### src/rtl/uart_tx_scheduler.sv
// uart_tx_scheduler
// Shares one UART transmitter among NUM_REQ byte sources. A round-robin
// arbiter accepts one byte at a time and appends an optional parity bit as
// the MSB. It then strobes the transmitter load. Further grants are held off
// until the transmitter's busy flag has risen and fallen again, or until busy
// fails to rise within BUSY_TIMEOUT cycles. A free-running baud tick paces
// the transmitter.
//
// Ports:
//   clk          system clock, rising edge
//   reset_n      synchronous active-low reset
//   req_valid    per-requester byte available
//   req_data     requester i byte at [i*DATA_WIDTH +: DATA_WIDTH]
//   req_ready    one-hot accept strobe (combinational, IDLE only)
//   tx_enable    one-cycle load strobe to the transmitter
//   tx_data      {parity, data}, held from load until the next grant
//   tx_busy      transmitter busy flag
//   baud_tick    one-cycle pulse every CLKS_PER_BIT cycles
//   grant_id     index of the last/current granted requester
//   active       high whenever a byte is in flight
//   timeout_err  one-cycle pulse when busy never rose after a load
module uart_tx_scheduler #(
  parameter int NUM_REQ        = 4,
  parameter int DATA_WIDTH     = 8,
  parameter int PARITY_ENABLED = 1,
  parameter int PARITY_ODD     = 0,
  parameter int CLKS_PER_BIT   = 16,
  parameter int BUSY_TIMEOUT   = 4
) (
  input  logic                                 clk,
  input  logic                                 reset_n,
  input  logic [NUM_REQ-1:0]                   req_valid,
  input  logic [NUM_REQ*DATA_WIDTH-1:0]        req_data,
  output logic [NUM_REQ-1:0]                   req_ready,
  output logic                                 tx_enable,
  output logic [DATA_WIDTH+PARITY_ENABLED-1:0] tx_data,
  input  logic                                 tx_busy,
  output logic                                 baud_tick,
  output logic [$clog2(NUM_REQ)-1:0]           grant_id,
  output logic                                 active,
  output logic                                 timeout_err
);

  localparam int TX_W   = DATA_WIDTH + PARITY_ENABLED;
  localparam int GID_W  = $clog2(NUM_REQ);
  localparam int TMO_W  = $clog2(BUSY_TIMEOUT);
  localparam int BAUD_W = $clog2(CLKS_PER_BIT);

  typedef enum logic [1:0] {IDLE, LOAD, WAIT_BUSY, WAIT_DONE} state_t;

  state_t            state;
  logic [GID_W-1:0]  winner;
  logic [GID_W-1:0]  cand;
  logic              any_valid;
  logic [DATA_WIDTH-1:0] win_data;
  logic [TX_W-1:0]   frame;
  logic [TMO_W-1:0]  busy_cnt;
  logic [BAUD_W-1:0] baud_cnt;

  function automatic logic parity_bit(input logic [DATA_WIDTH-1:0] d);
    return (PARITY_ODD != 0) ? ~^d : ^d;
  endfunction

  // Round-robin search starting just after the previous grant; the first
  // valid requester found in that order wins.
  always_comb begin
    winner    = grant_id;
    cand      = grant_id;
    any_valid = 1'b0;
    for (int k = 1; k <= NUM_REQ; k++) begin
      cand = GID_W'((int'(grant_id) + k) % NUM_REQ);
      if (!any_valid && req_valid[cand]) begin
        winner    = cand;
        any_valid = 1'b1;
      end
    end
    win_data  = req_data[int'(winner)*DATA_WIDTH +: DATA_WIDTH];
    req_ready = '0;
    // Gated by reset_n so no accept is signalled while reset is applied.
    if (state == IDLE && reset_n && any_valid)
      req_ready[winner] = 1'b1;
  end

  if (PARITY_ENABLED != 0) begin : g_parity
    assign frame = {parity_bit(win_data), win_data};
  end else begin : g_no_parity
    assign frame = win_data;
  end

  always_ff @(posedge clk) begin
    if (!reset_n) begin
      state       <= IDLE;
      tx_enable   <= 1'b0;
      tx_data     <= '0;
      grant_id    <= GID_W'(NUM_REQ - 1);
      active      <= 1'b0;
      timeout_err <= 1'b0;
      busy_cnt    <= '0;
    end else begin
      tx_enable   <= 1'b0;
      timeout_err <= 1'b0;
      case (state)
        IDLE: begin
          if (any_valid) begin
            tx_data   <= frame;
            grant_id  <= winner;
            tx_enable <= 1'b1;
            active    <= 1'b1;
            state     <= LOAD;
          end
        end
        LOAD: begin
          busy_cnt <= '0;
          state    <= WAIT_BUSY;
        end
        WAIT_BUSY: begin
          if (tx_busy) begin
            state <= WAIT_DONE;
          end else if (busy_cnt == TMO_W'(BUSY_TIMEOUT - 1)) begin
            // busy has been low for BUSY_TIMEOUT sampled cycles
            timeout_err <= 1'b1;
            active      <= 1'b0;
            state       <= IDLE;
          end else begin
            busy_cnt <= busy_cnt + 1'b1;
          end
        end
        WAIT_DONE: begin
          if (!tx_busy) begin
            active <= 1'b0;
            state  <= IDLE;
          end
        end
        default: begin
          active <= 1'b0;
          state  <= IDLE;
        end
      endcase
    end
  end

  // Free-running baud counter, independent of the scheduler state.
  always_ff @(posedge clk) begin
    if (!reset_n)
      baud_cnt <= '0;
    else if (baud_cnt == BAUD_W'(CLKS_PER_BIT - 1))
      baud_cnt <= '0;
    else
      baud_cnt <= baud_cnt + 1'b1;
  end

  assign baud_tick = (baud_cnt == BAUD_W'(CLKS_PER_BIT - 1));

endmodule
### config.mk
export PLATFORM = sky130hd
export DESIGN_NAME = uart_tx_scheduler
export DESIGN_NICKNAME = d
export VERILOG_FILES = /design/src/rtl/uart_tx_scheduler.sv
export SDC_FILE = /design/constraint.sdc
export NUM_CORES = 1
export LEC_CHECK = 0
export ABC_AREA = 1
export CORE_MARGIN = 8
export CORE_UTILIZATION = 43
export DETAILED_ROUTE_END_ITERATION = 10
export HOLD_SLACK_MARGIN = 0.12
export PLACE_DENSITY = 0.77
export SYNTH_ARGS = -nofsm -noshare
export SYNTH_HDL_FRONTEND = slang
export SYNTH_SLANG_ARGS = --single-unit
export TNS_END_PERCENT = 50
### constraint.sdc
create_clock -name clk -period 2.1 [get_ports clk]
set_clock_uncertainty 0.15 [all_clocks]
set_input_delay 0.42 -clock clk [delete_from_list [all_inputs] [get_ports clk]]
set_output_delay 0.42 -clock clk [all_outputs]
set_load 0.02 [all_outputs]
# Word-level counts from Yosys, hierarchy flattened

Cells that the tools add are included.

Flip-flop bits (word level): 22
Output and inout port bits: 19

$add $sub $neg: 6
Magnitude comparators: 6
Equal/unequal tests: 11
Shifts and indexed selects: 1
Multiplexer cells: 34
Bitwise logic cells: 2
Reduce and logical (&&, ||, !) cells: 20

Operators by type and width:

| kind                | count |
|---|---|
| $shiftx 32x6->8     | 1 |
| $mux 2              | 10 |
| $lt 2x3->1 const B  | 5 |
| $mux 1              | 15 |
| $ne 2x2->1 const B  | 5 |
| $bmux 1 s2          | 4 |
| $pmux 2 s4          | 1 |
| $reduce_xor 8->1    | 1 |
| $add 2x1->2 const B | 3 |
| $eq 2x2->1 const B  | 3 |
| $logic_and 1x1->1   | 6 |
| $reduce_and 3->1    | 2 |
| $reduce_and 5->1    | 1 |
| $add 2x2->2 const B | 2 |
| $add 4x1->4 const B | 1 |
| $eq 4x4->1 const B  | 1 |
| $mux 4              | 1 |
| $pmux 2 s2          | 1 |
| $reduce_and 2->1    | 2 |
| $logic_not 1->1     | 3 |
| $ne 3x3->1 const B  | 1 |
| $pmux 1 s3          | 1 |
| $reduce_bool 3->1   | 1 |
| $reduce_or 3->1     | 1 |
| other kinds (7)     | 8 |

# Depth between registers and ports, before layout

Gate-level depths: netlist of run 1.

Word-level depth: 18
Depth in mapped cells: 23

# Worst setup path after synthesis of run 1

OpenSTA, ideal clock, no wires.

Path type: reg2out
From: reg grant_id[0]
To: out req_ready[3]
Arrival time: 2.051 ns
Setup slack: -0.521 ns
Stages on the path, launching flop included: 14
Buffers on the path: 3
Path through: dfxtp_1 -> buf_4 -> nand2_1 -> nand2_2 -> nand2_1 -> nand2_2 -> nand2_4 -> nand2_1 -> nand2_1 -> nand2_1 -> nand2_2 -> buf_6 -> buf_6 -> nor3_1

Longest elaborated chain between the ends: 18
Elaborated cells between the ends (all ways): 33
Classes of those cells: add/sub (4); order compare (2); mux (19); reduce/logical (8)

RTL lines:

| item                                                                  | line | RTL |
|---|---|---|
| start: declaration                                                    | 39   | `output logic [$clog2(NUM_REQ)-1:0] grant_id,` |
| start signal: assignment                                              | 95   | `grant_id <= GID_W'(NUM_REQ - 1);` |
| start signal: assignment                                              | 106  | `grant_id <= winner;` |
| $add 2x1->2                                                           | 71   | `cand = GID_W'((int'(grant_id) + k) % NUM_REQ);` |
| $bmux 1 s2                                                            | 72   | `if (!any_valid && req_valid[cand]) begin` |
| $mux 1 (implied by the code)                                          | 72   |  |
| $mux 1                                                                | 72   |  |
| $logic_not 1->1                                                       | 72   |  |
| $logic_and 1x1->1                                                     | 72   |  |
| $mux 1                                                                | 72   |  |
| $logic_not 1->1                                                       | 72   |  |
| [... 2 more ...]                                                      | --   |  |
| $logic_not 1->1                                                       | 72   |  |
| $logic_and 1x1->1                                                     | 72   |  |
| $mux 2                                                                | 72   |  |
| $lt 2x3->1 (implied by the code) / $ge 2x1->1 (equally long branches) | 81   | `req_ready[winner] = 1'b1;` |
| $logic_and 1x1->1 (implied by the code)                               | 81   |  |
| $mux 1 (implied by the code)                                          | 81   |  |
| $demux 1 s2                                                           | 81   |  |
| $mux 4 *                                                              | 80   | `if (state == IDLE && reset_n && any_valid)` |
| end: declaration                                                      | 34   | `output logic [NUM_REQ-1:0] req_ready,` |

Every way passes the cells marked *; elsewhere a longest branch is shown, timed or not. The select of a mux whose other input is x is not followed.

# Worst setup path after layout of run 1

From: reg grant_id[0]
To: reg tx_data[8]

Longest elaborated chain between the ends: 15
Elaborated cells between the ends (all ways): 29
Classes of those cells: add/sub (4); shift (1); mux (16); reduce/logical (8)

RTL lines:

| item                         | line | RTL |
|---|---|---|
| $add 2x1->2                  | 71   |  |
| $bmux 1 s2                   | 72   |  |
| $mux 1 (implied by the code) | 72   |  |
| $mux 1                       | 72   |  |
| $logic_not 1->1              | 72   |  |
| $logic_and 1x1->1            | 72   |  |
| $mux 1                       | 72   |  |
| $logic_not 1->1              | 72   |  |
| $logic_and 1x1->1            | 72   |  |
| $mux 1                       | 72   |  |
| $logic_not 1->1              | 72   |  |
| $logic_and 1x1->1            | 72   |  |
| $mux 2                       | 72   |  |
| $shiftx 32x6->8              | 77   | `win_data = req_data[int'(winner)*DATA_WIDTH +: DATA_WIDTH];` |
| $reduce_xor 8->1             | 61   | `return (PARITY_ODD != 0) ? ~^d : ^d;` |
| end signal: assignment       | 105  | `tx_data <= frame;` |
| end: declaration             | 36   | `output logic [DATA_WIDTH+PARITY_ENABLED-1:0] tx_data,` |

Parallel ways exist; a longest one is shown, timed or not. The select of a mux whose other input is x is not followed.
A chain may end at the register's enable or synchronous reset.

==> metrics.log, run 1 <==
[metrics] status: complete, but fails checks
[metrics] violated checks: setup timing
[metrics] cell row count: 24
[metrics] smallest hold slack: 301.1 ps
[metrics] post-DR vias/cell: 5.487
[metrics] non-filler instance count after layout: 513
[metrics] number of warnings printed during yosys synthesis: 0
[metrics] async set-reset flop share out of synthesis: 0
[metrics] per-cell routed wire length: 16.81 um
[metrics] net count of the mapped netlist: 391
[metrics] final weighted congestion of routability-driven global placement: 0.8947
[metrics] number of buffers inserted by hold repair at cts: 0
[metrics] n_diodes: 0
[metrics] Std-Cell Core Area: 4354 um^2
[metrics] total number of H-tree levels: 1
[metrics] Post-route DRC: 0
[metrics] Root Driver: clkbuf_8
[metrics] number of distinct library cells after synthesis: 27
[metrics] area post-placement: 2846 um^2
[metrics] total congestion overflow: 0
[metrics] final setup vio count: 14
[metrics] TritonCTS clock tree: done
[metrics] max-cap check violation count: 0
[metrics] RSZ-0062 raised after global routing: yes
[metrics] total routed wirelength: between 8 and 9 mm
[metrics] via count: between 2000 and 3000
[metrics] first-pass GRT wire length: 11.11 mm
[metrics] maximum number of pins on one net before global-route repair: 19
[metrics] top-level I/O count: 58
[metrics] maximum net fanout on the critical path: 6
[metrics] Syn Inst Count: 346
[metrics] worst max-slew margin expressed relative to the limit: 0.7836
[metrics] EDFF count, synth: 0
[metrics] part of the power in registers: 0.093
[metrics] Iteration-0 DRC Markers: 250
[metrics] portion of synthesized cell area occupied by the leading cell type: 0.3194
[metrics] shortest period the worst path allows: about 2600 ps
[metrics] y dimension of the die: 83.35 um
[metrics] layout cells sized above 1: 0.3341
[metrics] Crit Path Category: flip-flop to flip-flop
[metrics] proportion of power drawn by the clock network: 0.051
[metrics] flip-flop and latch count after synthesis: 22
[metrics] type of element capturing the critical path: flip-flop
[metrics] final cell area excluding filler cells: 3530 um^2
[metrics] worst vdd ir: between 1 and 1.5 mV
[metrics] via count of the first global-routing pass: between 2000 and 3000
[metrics] Placed Cells: roughly 480
[metrics] leakage power figure: 1.844 nW
[metrics] number of buffers added by the clock tree synthesis step: 3
[metrics] effective utilization at floorplan: 0.4480
[metrics] count of nets left with antenna violations after detail routing: 0
[metrics] Total GRT Usage: 0.1821
[metrics] width of the die: 83.35 um
[metrics] cell with the most instances after synthesis: nand2_1
[metrics] power density relative to cell area: 1990 nW/um^2
[metrics] switching pwr: about 3.7 mW
[metrics] switching power as a share of total power: 0.5290
[metrics] clock-pin slew of the registers on the worst-case setup and hold paths: 90 ps
[metrics] relative area change from synthesis to final layout: 80.95%
[metrics] main area contributors after synthesis: nand2_1 (32%), dfxtp_1 (23%), nand3_1 (9.7%), inv_1 (7.5%), ha_1 (3.8%)
[metrics] PnR Total Power: 7.025 mW
[metrics] router iterations before antenna repair: 6
[metrics] count of input and output buffers: 57
[metrics] count of nets after finishing: between 500 and 600
[metrics] antenna violations before repair: 0
[metrics] clock buffer depth: 2
[metrics] signal arrival time at the worst endpoint: 2670 ps
[metrics] number of sinks on the clock net: 22
[metrics] path class of the lowest-slack min-delay path: flip-flop to flip-flop
[metrics] Worst Path Required: ~2100 ps
[metrics] post-synthesis area per instance: between 5 and 6 um^2
[metrics] mapped cell area: 1951 um^2
[metrics] detailed placement HPWL: roughly 4.4 mm
[metrics] sort of element at the start of the critical path: flip-flop
[metrics] internal power: 3.309 mW
[metrics] top flip-flop cell by instance count after synthesis: dfxtp_1
[metrics] DIE AREA: 6947 um^2
[metrics] share of the clock period used by the worst path: 1.261
[metrics] fin worst setup slack: -547.7 ps
[metrics] combinational fraction of design power: 0.855
[metrics] number of endpoints with negative hold slack in the final report: 0
[metrics] highest attainable clock frequency: about 380 MHz
[metrics] cell type with the largest total area after synthesis: nand2_1
[metrics] total count of max-transition violations in the final report: 0
[metrics] clock insertion delay at the later pin of the skew report: 270 ps
[metrics] cell types with the highest counts after synthesis: nand2_1 (166), inv_1 (39), nand3_1 (38)
[metrics] utilization after layout: 0.8106
[metrics] sequential cell area fraction in the yosys report: 0.2258
[metrics] measured slew at the worst slew-check pin: 322.1 ps
## worst paths after layout
kind	from	to	slack (ps)	cells past startpoint
worst max-delay path	grant_id[0]	tx_data[8]	-550	22
worst min-delay path	baud_cnt[0]	baud_cnt[0]	300	1
worst max register to register	grant_id[0]	tx_data[8]	-550	22
worst min register to register	baud_cnt[0]	baud_cnt[0]	300	1
## cell families (layout without fill, tap and decap cells)
| logic type | after synthesis | in the layout | share of synthesized area |
|---|---|---|---|
| AND/OR/NAND/NOR | 239 | 241 | 0.5298 |
| AO/OA/AOI/OAI | 26 | 26 | 0.08467 |
| adder cells (fa/ha/maj) | 6 | 6 | 0.03849 |
| flip-flops | 22 | 22 | 0.2258 |
| buffers and inverters | 53 | 166 | 0.1212 |
## flip-flops by register name, indices dropped and copies added (netlist names)
register and cells:
busy_cnt 2, state 2, tx_data 9, tx_enable 1, grant_id 2, timeout_err 1, baud_cnt 4, active 1
## layout by cell type, fill, tap and decap left out, types with 2 or more instances in the layout
| master | n |
|---|---|
| nand3_1 | 26 |
| nor3_1 | 2 |
| o211ai_1 | 8 |
| nand2_8 | 3 |
| nand2_4 | 21 |
| inv_1 | 37 |
| dfxtp_4 | 2 |
| nand2_1 | 127 |
| buf_4 | 42 |
| clkdlybuf4s15_1 | 3 |
| nor2_1 | 6 |
| buf_6 | 22 |
| clkbuf_8 | 3 |
| nand3b_1 | 5 |
| o21ai_0 | 5 |
| dfxtp_1 | 20 |
| inv_4 | 5 |
| nand2_2 | 30 |
| nand3_2 | 10 |
| clkdlybuf4s50_1 | 47 |
| nor2_4 | 4 |
| nor3_4 | 3 |
| a21oi_1 | 7 |
| ha_1 | 6 |
| nand3_4 | 3 |
| dlygate4sd2_1 | 3 |
## area by class of cell
class                           count  area, um^2
Sequential cell                    22       447.9
Multi-Input combinational cell    273        1660
Tap cell                           52       65.06
Clock buffer                        4       66.31
Fill cell                         283       824.5
Inverter                           44       185.2
Timing Repair Buffer              118        1105
## power groups by stage
stage / Clock [mW] / Combinational [mW] / Sequential, mW
4_1_cts: 0.353 / 4.88 / 0.645
3_5_place_dp: 0 / 4.09 / 0.655
2_1_floorplan: 0 / 2.62 / 0.765
5_1_grt: 0.374 / 6.42 / 0.667
3_3_place_gp: 0 / 4.02 / 0.654
6_report: 0.362 / 6.01 / 0.655
## critical path, stage by stage, from the launching register on
cell and delay, ps:
dfxtp_4 410, buf_6 130, nand2_4 60, nand2_4 100, nand2_4 80, nand2_4 110
inv_4 50, buf_6 120, nand3_4 200, buf_6 170, nand3b_1 90, nand2_1 80
nand2_1 60, nand2_2 80, nand2_1 60, nand2_1 100, nand2_1 110, nand2_2 100
inv_1 40, nand2_1 70, nand3_2 60, nand2_1 60, inv_1 40
## timing repair
action | 4_1_cts | 5_1_grt
pin swaps | 27 | 32
resized for setup | 85 | 63
buffers inserted | 12 | 9
setup endpoints to repair | 14 | 14
cloned | 4 | 0
## metal layers
| layer | GRT usage | routed length, um |
|---|---|---|
| met4 | 0.05591 | 472 |
| met1 | 0.2069 | 3202 |
| met5 | 0 | 0 |
| met2 | 0.3338 | 4262 |
| met3 | 0.03027 | 688 |
## per-stage QoR
stage	worst slack (ps)	setup TNS, ps
3_5_place_dp	-1001	-9716
4_1_cts	-272.7	-2093
6_report	-547.7	-4665
3_3_place_gp	-959.9	-9191
5_1_grt	-696.9	-5654
2_1_floorplan	-77.61	-225.4
Power figures use the tool's default switching activity.
==> run 2: changes to the inputs <==
--- a/config.mk
+++ b/config.mk
@@ -10,6 +10,7 @@
 export CORE_UTILIZATION = 43
 export DETAILED_ROUTE_END_ITERATION = 10
 export HOLD_SLACK_MARGIN = 0.12
+export MAX_ROUTING_LAYER = met4
 export PLACE_DENSITY = 0.77
 export SYNTH_ARGS = -nofsm -noshare
 export SYNTH_HDL_FRONTEND = slang
==> run 2 against run 1 <==
Effect of this change: the run still ends with setup timing left; via count shrank 0.75%; critical endpoint unchanged; final cell count is the same; largest power group unchanged; first-iteration DRC count shrank 19%; die area is the same; clock power is essentially flat; count of clock-buffer cells in the layout is the same; register-to-register slack is essentially flat.
==> metrics.log, run 2 (same netlist as run 1, synthesis figures left out) <==
[metrics] Std-Cell Core Area: 4354 um^2 (unchanged)
[metrics] crit path cell chain: buf_6 -> nand2_4 -> nand3_4 -> buf_6 -> buf_4 -> nand2_2 -> nand2_1 -> nand2_2 -> nand2_4 -> inv_4 -> buf_8 -> nand2_1 -> nand2_2 -> nand2_1 -> nand2_2 -> inv_2 -> nand2_1 -> nand2_1 -> nand2_1 -> nand3_2 -> nand2_1 -> inv_1 (was buf_6 -> nand2_4 -> nand2_4 -> nand2_4 -> nand2_4 -> inv_4 -> buf_6 -> nand3_4 -> buf_6 -> nand3b_1 -> nand2_1 -> nand2_1 -> nand2_2 -> nand2_1 -> nand2_1 -> nand2_1 -> nand2_2 -> inv_1 -> nand2_1 -> nand3_2 -> nand2_1 -> inv_1)
[metrics] shortest period the worst path allows: 2661 ps (was 2648 ps)
[metrics] clock buffer depth: 2 (unchanged)
[metrics] detailed placement HPWL: 4.446 mm (unchanged)
[metrics] Crit Path Category: flip-flop to flip-flop (unchanged)
[metrics] Total GRT Usage: 0.1868 (was 0.1821)
[metrics] status: complete, but fails checks (unchanged)
[metrics] most frequent standard cell in the layout excluding fill and tap cells: nand2_1 (unchanged)
[metrics] Worst Path Required: 2130 ps (about the same)
[metrics] sort of element at the start of the critical path: flip-flop (unchanged)
[metrics] utilization after layout: 0.8106 (unchanged)
[metrics] clock insertion delay at the later pin of the skew report: 270 ps (about the same)
[metrics] internal power: 3.308 mW (was 3.309 mW)
[metrics] TritonCTS clock tree: done (unchanged)
[metrics] layout cells sized above 1: 0.3341 (unchanged)
[metrics] final cell area excluding filler cells: 3530 um^2 (unchanged)
[metrics] RSZ-0062 raised after global routing: yes (unchanged)
[metrics] highest attainable clock frequency: 375.8 MHz (was 377.7 MHz)
[metrics] via count of the first global-routing pass: 2503 (was 2507)
[metrics] final weighted congestion of routability-driven global placement: 0.9098 (was 0.8947)
[metrics] switching pwr: 3.702 mW (was 3.717 mW)
[metrics] number of buffers inserted by hold repair at cts: 0 (unchanged)
[metrics] router iterations before antenna repair: 5 (was 6)
[metrics] y dimension of the die: 83.35 um (unchanged)
[metrics] DIE AREA: 6947 um^2 (unchanged)
[metrics] cell row count: 24 (unchanged)
[metrics] top-level I/O count: 58 (unchanged)
[metrics] maximum number of pins on one net before global-route repair: 19 (unchanged)
[metrics] leakage power figure: 1.844 nW (unchanged)
[metrics] power density relative to cell area: 1986 nW/um^2 (was 1990 nW/um^2)
[metrics] signal arrival time at the worst endpoint: 2690 ps (was 2670 ps)
[metrics] post-DR vias/cell: 5.446 (was 5.487)
[metrics] register with the highest flop count: tx_data (unchanged)
[metrics] antenna violations before repair: 0 (unchanged)
[metrics] Place WS: -1001 ps (unchanged)
[metrics] effective utilization at floorplan: 0.4480 (unchanged)
[metrics] Slowest Stage Delay on Critical Path: 390 ps (was 410 ps)
[metrics] total count of max-transition violations in the final report: 0 (unchanged)
[metrics] measured slew at the worst slew-check pin: 321.0 ps (was 322.1 ps)
[metrics] flip-flop count of the largest register, all copies and words added: 9 (unchanged)
[metrics] clock-pin slew of the registers on the worst-case setup and hold paths: 90 ps (about the same)
[metrics] part of the power in registers: 0.094 (was 0.093)
[metrics] type of element capturing the critical path: flip-flop (unchanged)
[metrics] PnR Total Power: 7.010 mW (was 7.025 mW)
[metrics] # fillers: 283 (unchanged)
[metrics] worst vdd ir: 1.262 mV (was 1.267 mV)
[metrics] share of the clock period used by the worst path: 1.267 (was 1.261)
[metrics] Iteration-0 DRC Markers: 202 (was 250)
[metrics] total negative setup slack: -4634 ps (was -4665 ps)
[metrics] largest registers: tx_data: 9 flops, baud_cnt: 4 flops (unchanged)
[metrics] count of nets after finishing: 507 (unchanged)
[metrics] path class of the lowest-slack min-delay path: flip-flop to flip-flop (unchanged)
[metrics] area post-placement: 2846 um^2 (unchanged)
[metrics] Reg2Reg Setup Slack: -560 ps (was -550 ps)
[metrics] count of nets left with antenna violations after detail routing: 0 (unchanged)
[metrics] number of buffers added by the clock tree synthesis step: 3 (unchanged)
[metrics] combinational fraction of design power: 0.855 (about the same)
[metrics] proportion of power drawn by the clock network: 0.052 (was 0.051)
[metrics] total routed wirelength: 8.637 mm (was 8.626 mm)
[metrics] total number of H-tree levels: 1 (unchanged)
[metrics] total congestion overflow: 0 (unchanged)
[metrics] first-pass GRT wire length: 11.12 mm (was 11.11 mm)
[metrics] count of input and output buffers: 57 (unchanged)
[metrics] width of the die: 83.35 um (unchanged)
[metrics] n_diodes: 0 (unchanged)
[metrics] Root Driver: clkbuf_8 (unchanged)
[metrics] fin worst setup slack: -561.3 ps (was -547.7 ps)
[metrics] worst max-slew margin expressed relative to the limit: 0.7844 (was 0.7836)
[metrics] final setup vio count: 14 (unchanged)
[metrics] via count: 2794 (was 2815)
[metrics] number of endpoints with negative hold slack in the final report: 0 (unchanged)
[metrics] most frequent cells in the layout: nand2_1 (127), clkdlybuf4s50_1 (47), buf_4 (42), inv_1 (37), nand2_2 (30) (unchanged)
[metrics] max-cap check violation count: 0 (unchanged)
[metrics] violated checks: setup timing (unchanged)
[metrics] maximum net fanout on the critical path: 16 (was 6)
[metrics] Post-route DRC: 0 (unchanged)
[metrics] most frequent cell on the critical path: nand2_1 (unchanged)
[metrics] relative area change from synthesis to final layout: 80.95% (unchanged)
[metrics] switching power as a share of total power: 0.5281 (was 0.5290)
[metrics] CP max-delay cell: dfxtp_4 (unchanged)
[metrics] number of sinks on the clock net: 22 (unchanged)
[metrics] per-cell routed wire length: 16.84 um (was 16.81 um)
[run 2: final timing paths]
path | start | end | cells after the start
worst min register to register | baud_cnt[0] | baud_cnt[0] | 1
worst max-delay path | grant_id[0] | tx_data[8] | 22
worst min-delay path | baud_cnt[0] | baud_cnt[0] | 1
worst max register to register | grant_id[0] | tx_data[8] | 22
[run 2: power by group through the flow]
stage / sequential, mW / combinational (mW) / clock, mW
after global routing: 0.667 / 6.41 / 0.374
after detailed placement: 0.655 / 4.09 / 0
final: 0.656 / 5.99 / 0.362
after global placement: 0.654 / 4.02 / 0
after CTS: 0.645 / 4.88 / 0.353
after floorplan: 0.765 / 2.62 / 0
[run 2: routing by layer]
layer  GRT usage  vias to the layer above  share of wire
met5           -                        -              0
met4     0.05591                        0          0.049
met3     0.02734                       44          0.063
met2      0.3338                      166           0.50
met1      0.2080                     1267           0.39
li1            -                     1317              -
[run 2: metrics by stage]
step                instances  hold slack [ps]
finish                    513            301.2
CTS                       504            304.0
global route              513            336.9
detailed placement        484            285.9
global placement          484            282.7
floorplan                 346            267.5
[run 2: repair_timing]
item / in CTS / in global routing
gates cloned: 4 / 0
resized for setup: 85 / 63
setup buffers: 12 / 9
setup endpoints to repair: 14 / 14
pin swaps: 27 / 32
[run 2: area by class of cell]
class,instances,area [um^2],share of cell area
sequential,22,447.9,0.1269
clock buffer,4,66.31,0.01879
inverter,44,185.2,0.05246
timing repair buffer,118,1105,0.3130
tap,52,65.06,0.01843
multi-input combinational,273,1660,0.4704
[run 2: worst max-delay path, delay by kind of cell (launching register included)]
kind                   cells  cell delay [ps]
AND/OR/NAND/NOR           15             1260
flip-flops                 1              390
buffers and inverters      7              770
